File: src/rtl/audio_clk_pkg.sv
// Shared constants for the audio clock generator: serial format encodings and
// the supported slot/channel ranges.
package audio_clk_pkg;

  localparam logic MODE_I2S = 1'b0;
  localparam logic MODE_LJ  = 1'b1;

  localparam int SLOT_WIDTH_MIN   = 8;
  localparam int SLOT_WIDTH_MAX   = 32;
  localparam int NUM_CHANNELS_MIN = 2;
  localparam int NUM_CHANNELS_MAX = 8;

endpackage

File: src/rtl/audio_bclk_divider.sv
// BCLK half-period divider: counts 0..div-1, toggles BCLK on wrap and emits
// registered rise/fall strobes plus a combinational "fall happens now" event.
module audio_bclk_divider
  import audio_clk_pkg::*;
#(
  parameter int DIV_WIDTH = 8
) (
  input  logic                 clk_i,
  input  logic                 rst_n_i,
  input  logic                 run_i,
  input  logic                 stop_i,
  input  logic [DIV_WIDTH-1:0] div_i,
  output logic                 bclk_o,
  output logic                 rise_o,
  output logic                 fall_o,
  output logic                 fall_evt_o
);

  localparam logic [DIV_WIDTH-1:0] DIV_ZERO = {DIV_WIDTH{1'b0}};
  localparam logic [DIV_WIDTH-1:0] DIV_ONE  = DIV_WIDTH'(1);

  logic [DIV_WIDTH-1:0] cnt_q, cnt_d;
  logic                 bclk_q, bclk_d;
  logic                 rise_q, rise_d;
  logic                 fall_q, fall_d;
  logic                 tick_s;

  assign tick_s     = (cnt_q == (div_i - DIV_ONE));
  assign fall_evt_o = run_i & tick_s & bclk_q;

  // Next-state: hold low while idle or stopping (the stopping fall is silent).
  always_comb begin
    cnt_d  = cnt_q;
    bclk_d = bclk_q;
    rise_d = 1'b0;
    fall_d = 1'b0;
    if (!run_i || stop_i) begin
      cnt_d  = DIV_ZERO;
      bclk_d = 1'b0;
    end else if (tick_s) begin
      cnt_d  = DIV_ZERO;
      bclk_d = ~bclk_q;
      rise_d = ~bclk_q;
      fall_d = bclk_q;
    end else begin
      cnt_d  = cnt_q + DIV_ONE;
    end
  end

  // Counter and output registers.
  always_ff @(posedge clk_i or negedge rst_n_i) begin
    if (!rst_n_i) begin
      cnt_q  <= DIV_ZERO;
      bclk_q <= 1'b0;
      rise_q <= 1'b0;
      fall_q <= 1'b0;
    end else begin
      cnt_q  <= cnt_d;
      bclk_q <= bclk_d;
      rise_q <= rise_d;
      fall_q <= fall_d;
    end
  end

  assign bclk_o = bclk_q;
  assign rise_o = rise_q;
  assign fall_o = fall_q;

endmodule

File: src/rtl/audio_clock_generator.sv
// Audio serial clock generator: BCLK/LRCLK plus frame/slot/bit sequencing for
// I2S, left-justified and TDM framing from a single audio clock.
module audio_clock_generator
  import audio_clk_pkg::*;
#(
  parameter int DIV_WIDTH    = 8,
  parameter int SLOT_WIDTH   = 32,
  parameter int NUM_CHANNELS = 2
) (
  input  logic                            InputCLK,
  input  logic                            ResetN,
  input  logic                            Enable,
  input  logic [DIV_WIDTH-1:0]            DivHalf,
  input  logic                            Mode,
  output logic                            BCLK,
  output logic                            LRCLK,
  output logic                            BCLKRise,
  output logic                            BCLKFall,
  output logic                            FrameStart,
  output logic [$clog2(NUM_CHANNELS)-1:0] SlotIndex,
  output logic [$clog2(SLOT_WIDTH)-1:0]   BitIndex,
  output logic                            Running
);

  localparam int SLOT_W = $clog2(NUM_CHANNELS);
  localparam int BIT_W  = $clog2(SLOT_WIDTH);

  localparam logic [SLOT_W-1:0]    SLOT_ZERO = {SLOT_W{1'b0}};
  localparam logic [SLOT_W-1:0]    SLOT_ONE  = SLOT_W'(1);
  localparam logic [SLOT_W-1:0]    LAST_SLOT = SLOT_W'(NUM_CHANNELS - 1);
  localparam logic [SLOT_W-1:0]    HALF_SLOT = SLOT_W'(NUM_CHANNELS / 2);
  localparam logic [BIT_W-1:0]     BIT_ZERO  = {BIT_W{1'b0}};
  localparam logic [BIT_W-1:0]     BIT_ONE   = BIT_W'(1);
  localparam logic [BIT_W-1:0]     LAST_BIT  = BIT_W'(SLOT_WIDTH - 1);
  localparam logic [DIV_WIDTH-1:0] DIV_ZERO  = {DIV_WIDTH{1'b0}};
  localparam logic [DIV_WIDTH-1:0] DIV_ONE   = DIV_WIDTH'(1);

  logic                 running_q, running_d;
  logic                 fs_q, fs_d;
  logic                 lr_q, lr_d;
  logic [SLOT_W-1:0]    slot_q, slot_d;
  logic [BIT_W-1:0]     bit_q, bit_d;
  logic [DIV_WIDTH-1:0] div_q, div_d;
  logic                 mode_q, mode_d;

  logic                 fall_evt_s, start_s, frame_end_s, stop_s, lr_n_s;
  logic [SLOT_W-1:0]    slot_n_s, slot_after_s;
  logic [BIT_W-1:0]     bit_n_s;
  logic [DIV_WIDTH-1:0] div_eff_s;

  audio_bclk_divider #(.DIV_WIDTH(DIV_WIDTH)) u_bclk_div (
    .clk_i     (InputCLK),
    .rst_n_i   (ResetN),
    .run_i     (running_q),
    .stop_i    (stop_s),
    .div_i     (div_q),
    .bclk_o    (BCLK),
    .rise_o    (BCLKRise),
    .fall_o    (BCLKFall),
    .fall_evt_o(fall_evt_s)
  );

  assign start_s     = ~running_q & Enable;
  assign frame_end_s = fall_evt_s & (bit_q == BIT_ZERO) & (slot_q == LAST_SLOT);
  assign stop_s      = frame_end_s & ~Enable;
  assign div_eff_s   = (DivHalf == DIV_ZERO) ? DIV_ONE : DivHalf;

  // Position after the next BCLK fall, and the slot following that one.
  always_comb begin
    bit_n_s  = bit_q - BIT_ONE;
    slot_n_s = slot_q;
    if (bit_q == BIT_ZERO) begin
      bit_n_s  = LAST_BIT;
      slot_n_s = (slot_q == LAST_SLOT) ? SLOT_ZERO : (slot_q + SLOT_ONE);
    end else begin
      bit_n_s  = bit_q - BIT_ONE;
    end
    slot_after_s = (slot_n_s == LAST_SLOT) ? SLOT_ZERO : (slot_n_s + SLOT_ONE);
  end

  // I2S leads the word select by one bit: it follows the slot about to begin.
  always_comb begin
    lr_n_s = (slot_n_s >= HALF_SLOT);
    if (mode_q == MODE_LJ) begin
      lr_n_s = (slot_n_s >= HALF_SLOT);
    end else if (bit_n_s == BIT_ZERO) begin
      lr_n_s = (slot_after_s >= HALF_SLOT);
    end else begin
      lr_n_s = (slot_n_s >= HALF_SLOT);
    end
  end

  // Sequencer next-state: start, stop at a frame boundary, or advance on a fall.
  always_comb begin
    running_d = running_q;
    fs_d      = 1'b0;
    lr_d      = lr_q;
    slot_d    = slot_q;
    bit_d     = bit_q;
    div_d     = div_q;
    mode_d    = mode_q;
    if (start_s) begin
      running_d = 1'b1;
      fs_d      = 1'b1;
      lr_d      = 1'b0;
      slot_d    = SLOT_ZERO;
      bit_d     = LAST_BIT;
      div_d     = div_eff_s;
      mode_d    = Mode;
    end else if (stop_s) begin
      running_d = 1'b0;
      lr_d      = 1'b0;
      slot_d    = SLOT_ZERO;
      bit_d     = LAST_BIT;
    end else if (fall_evt_s) begin
      bit_d  = bit_n_s;
      slot_d = slot_n_s;
      lr_d   = lr_n_s;
      if (frame_end_s) begin
        fs_d   = 1'b1;
        div_d  = div_eff_s;
        mode_d = Mode;
      end else begin
        fs_d   = 1'b0;
      end
    end else begin
      fs_d = 1'b0;
    end
  end

  // Sequencer state registers.
  always_ff @(posedge InputCLK or negedge ResetN) begin
    if (!ResetN) begin
      running_q <= 1'b0;
      fs_q      <= 1'b0;
      lr_q      <= 1'b0;
      slot_q    <= SLOT_ZERO;
      bit_q     <= LAST_BIT;
      div_q     <= DIV_ONE;
      mode_q    <= MODE_I2S;
    end else begin
      running_q <= running_d;
      fs_q      <= fs_d;
      lr_q      <= lr_d;
      slot_q    <= slot_d;
      bit_q     <= bit_d;
      div_q     <= div_d;
      mode_q    <= mode_d;
    end
  end

  assign Running    = running_q;
  assign FrameStart = fs_q;
  assign LRCLK      = lr_q;
  assign SlotIndex  = slot_q;
  assign BitIndex   = bit_q;

endmodule

File: config.mk
export PLATFORM = sky130hd
export DESIGN_NAME = audio_clock_generator
export DESIGN_NICKNAME = d
export VERILOG_FILES = /design/src/rtl/audio_clk_pkg.sv /design/src/rtl/audio_bclk_divider.sv /design/src/rtl/audio_clock_generator.sv
export SDC_FILE = /design/constraint.sdc
export NUM_CORES = 1
export LEC_CHECK = 0
export ABC_AREA = 1
export BUFFER_PORTS_ARGS = -buffer_cell sky130_fd_sc_hd__buf_4
export CORE_MARGIN = 2
export CORE_UTILIZATION = 45
export CTS_CLUSTER_SIZE = 16
export DETAILED_ROUTE_END_ITERATION = 7
export PLACE_DENSITY_LB_ADDON = 0.12
export SYNTH_ARGS = -nofsm -noshare
export SYNTH_HDL_FRONTEND = slang
export SYNTH_SLANG_ARGS = --single-unit
File: constraint.sdc
create_clock -name InputCLK -period 5.3 [get_ports InputCLK]
set_input_delay 0 -clock InputCLK [delete_from_list [all_inputs] [get_ports InputCLK]]
set_output_delay 0 -clock InputCLK [all_outputs]
set_load 0.005 [all_outputs]
==> run summary <==
Synth area leaders = dfrtp_1 33%, nand2_1 14%, dfstp_2 9.0%
Worst rel slew slack = 71.9%
Pwr Total = 0.448 mW
Fmax = 452 MHz
Skew-Pair Late Insertion Delay = 0.29 ns
Pin count of the biggest net entering global routing = 30
Max-cap violation count = 0
Complex-gate fraction of the synthesized area = 8.02%
Setup repair bufs after CTS = 0
Mux cell area share after synthesis = 0%
Startpoint types = register
Root Buffer = clkbuf_8
Crit path max fanout = 9
TritonCTS clock tree = built
Clk_skew = 0.0114 ns
Slowest-stage cell, CP = dfstp_2
Multi-input logic area = 872 um2
H-Tree Depth = 2
Final antenna diode count = 0
Power Density = 207 nW/um2
Worst EP required = 5.46 ns
Die Span Y = 66.3 um
Data arrival, critical path = 2.37 ns
Initial Util = 47.4%
Post-synth top area share = 32.9%
Synth Area in XOR/XNOR = 5.51%
Yosys reg bits = 29
Reg2reg end = u_bclk_div.cnt_q[7]
Netlist Area Pre-Place = 1750 um2
Initial antenna violation count = 0
RSZ-0062 raised after global routing = false
Drt drc = 0
CORE AREA = 3690 um2
Area growth from synthesis to layout = 24.1%
Rows = 22
Least-Margin Pin Slew = 0.421 ns
CP max stage delay = 0.54 ns
Overall die area = 4400 um2
Gate Count Post-Synth = 216
# fillers = 356
HP Class = in -> async
# port buffers = 23
FF-to-FF setup slack = 3.09 ns
Post-synthesis sequential area ratio = 41.9%
Most frequent CP cell = nand2_1
Most frequent cells in the layout = 64 x nand2_1, 28 x inv_1, 23 x dfrtp_1, 23 x buf_4
I/O pin total = 24
Starting DRT DRC Count = 69
Final period utilization = 41.8%
Post-DP HPWL = 2.59 mm
Levels on crit path = 14
CTS clk-pin slew, worst paths = 0.06 ns
Total Wirelength = 3.48 mm
Status = finished clean
Simple-Gate Fraction of Synth Area = 34.2%
Final Hold Viols = 0
Syn nets = 231
Global Route Usage Sum = 19.1%
Final ANT Viol Nets = 0
Worst r2r src = div_q[0]
Final setup violation count = 0
CP delay by family, top = simple AND/OR/NAND/NOR gates
Main combinational cell family by area after synthesis = simple AND/OR/NAND/NOR gates
Crit-path cells = inv_2, ha_1, inv_1, nand2_1, nand2_1, nand2_1, nor2_1, nand3_1, nor2_4, nand3_4, nor2_4, nand3_4, nand2_4, nor3_2
CP startpoint = div_q[0]
Most common cell after layout, fill and taps aside = nand2_1
Worst Setup End Kind = register
Vias per Instance = 4.74
Ys Warns = 0
Grt total ovfl = 0
Max Root-Sink Buffers = 2
Final count of pins violating max slew = 0
Total CTS buffers = 5
WL/cell = 11.4 um
Leakage = 1.13 nW
WS Path Type = reg -> reg
Share of layout cells above drive strength 1 = 27.6%
Synthesized-area fraction occupied by adder cells = 2.15%
Cell taking the most area after synthesis = dfrtp_1
Reg2reg path depth = 14
Die Wd = 66.3 um
Final nets = 271
First-pass GRT wire length = 6.24 mm
Vias in the first global route = 1464
Total clock sinks = 29
Final Wtd Congestion = 0.798
Syn Area/Cell = 8.09 um2
Final min period = 2.21 ns
WP buf/inv = 2
Routed via count = 1445
Detailed Routing Iterations Pass 1 = 4
Storage cell area = 733 um2
Setup crit end = u_bclk_div.cnt_q[7]
Post-synth cell types = 28
VDD IR max = 0.173 mV
Setup TNS = 0 ns
-- cell usage after synthesis, drive strengths merged --
cell type,n
dfrtp,23
nand3,14
xnor2,4
buf,1
xor2,7
nor4,2
nand2,71
nor2,17
o22ai,1
a21oi,5
a41oi,1
nand4,2
ha,3
o21ai,14
dfstp,6
nand3b,2
inv,35
nor3,8
-- repair_timing --
item,in CTS,in global routing
endpoints found under the hold margin,39,0
hold buffers,11,0
resized for setup,0,0
-- how the worst min path moves through the flow --
stage,depth (start not counted),to,from
finish,2,mode_q,ResetN
global route,2,u_bclk_div.cnt_q[4],ResetN
CTS,2,u_bclk_div.cnt_q[5],ResetN
detailed placement,1,mode_q,ResetN
global placement,1,mode_q,ResetN
floorplan,0,FrameStart,ResetN
-- layout make-up --
| cell class | count | share of cell area, % |
|---|---|---|
| multi-input cells | 151 | 40.2 |
| flip-flops and latches | 29 | 33.8 |
| repair buffers | 34 | 13.0 |
| inverters | 35 | 6.06 |
| clock buffers | 8 | 4.15 |
| well taps | 48 | 2.77 |
-- worst reg2reg max path, cell delays in order (launching register included) --
cell,delay (ns)
dfstp_2,0.54
inv_2,0.05
ha_1,0.30
inv_1,0.06
nand2_1,0.04
nand2_1,0.06
nand2_1,0.04
nor2_1,0.10
nand3_1,0.11
nor2_4,0.13
nand3_4,0.12
nor2_4,0.21
nand3_4,0.12
nand2_4,0.16
nor3_2,0.06
-- where the power goes --
group / total (mW) / switching, mW / internal (mW) / leakage [nW]
logic: 0.0329 / 0.0157 / 0.0172 / 0.725
clock network: 0.188 / 0.0821 / 0.106 / 0.0455
registers: 0.228 / 0.00230 / 0.225 / 0.357
-- logic make-up after synthesis --
kind of cell    after synthesis
xor+xnor                     11
flops                        29
compound gates               21
buf+inv                      36
fa+ha+maj                     3
simple gates                116
-- flip-flops by register name, summed over array words and instances (netlist names) --
| signal | count |
|---|---|
| u_bclk_div.rise_o | 1 |
| u_bclk_div.cnt_q | 8 |
| u_bclk_div.fall_o | 1 |
| div_q | 8 |
| SlotIndex | 1 |
| FrameStart | 1 |
| LRCLK | 1 |
| BitIndex | 5 |
| Running | 1 |
| u_bclk_div.bclk_o | 1 |
| mode_q | 1 |
-- routing by layer --
| layer | part of all wire, % | up-vias | GRT usage [%] |
|---|---|---|---|
| met1 | 44 | 659 | 20.9 |
| met3 | 3.0 | 9 | 6.13 |
| met2 | 51 | 14 | 33.8 |
| li1 | - | 763 | - |
| met4 | 2.0 | 0 | 7.65 |
| met5 | 0 | - | 0 |
-- through the flow --
stage	util, %	hold slack (ns)	instance area (um2)	std cells	setup WS [ns]
final	58.8	0.180	2170	305	3.09
after global routing	58.8	0.203	2170	305	2.89
after CTS	58.8	0.176	2170	305	3.07
after detailed placement	53.4	-0.0498	1970	286	3.08
after global placement	53.4	-0.0501	1970	286	3.13
after floorplan	-	-0.296	1750	216	3.22
Power figures use the tool's default switching activity.
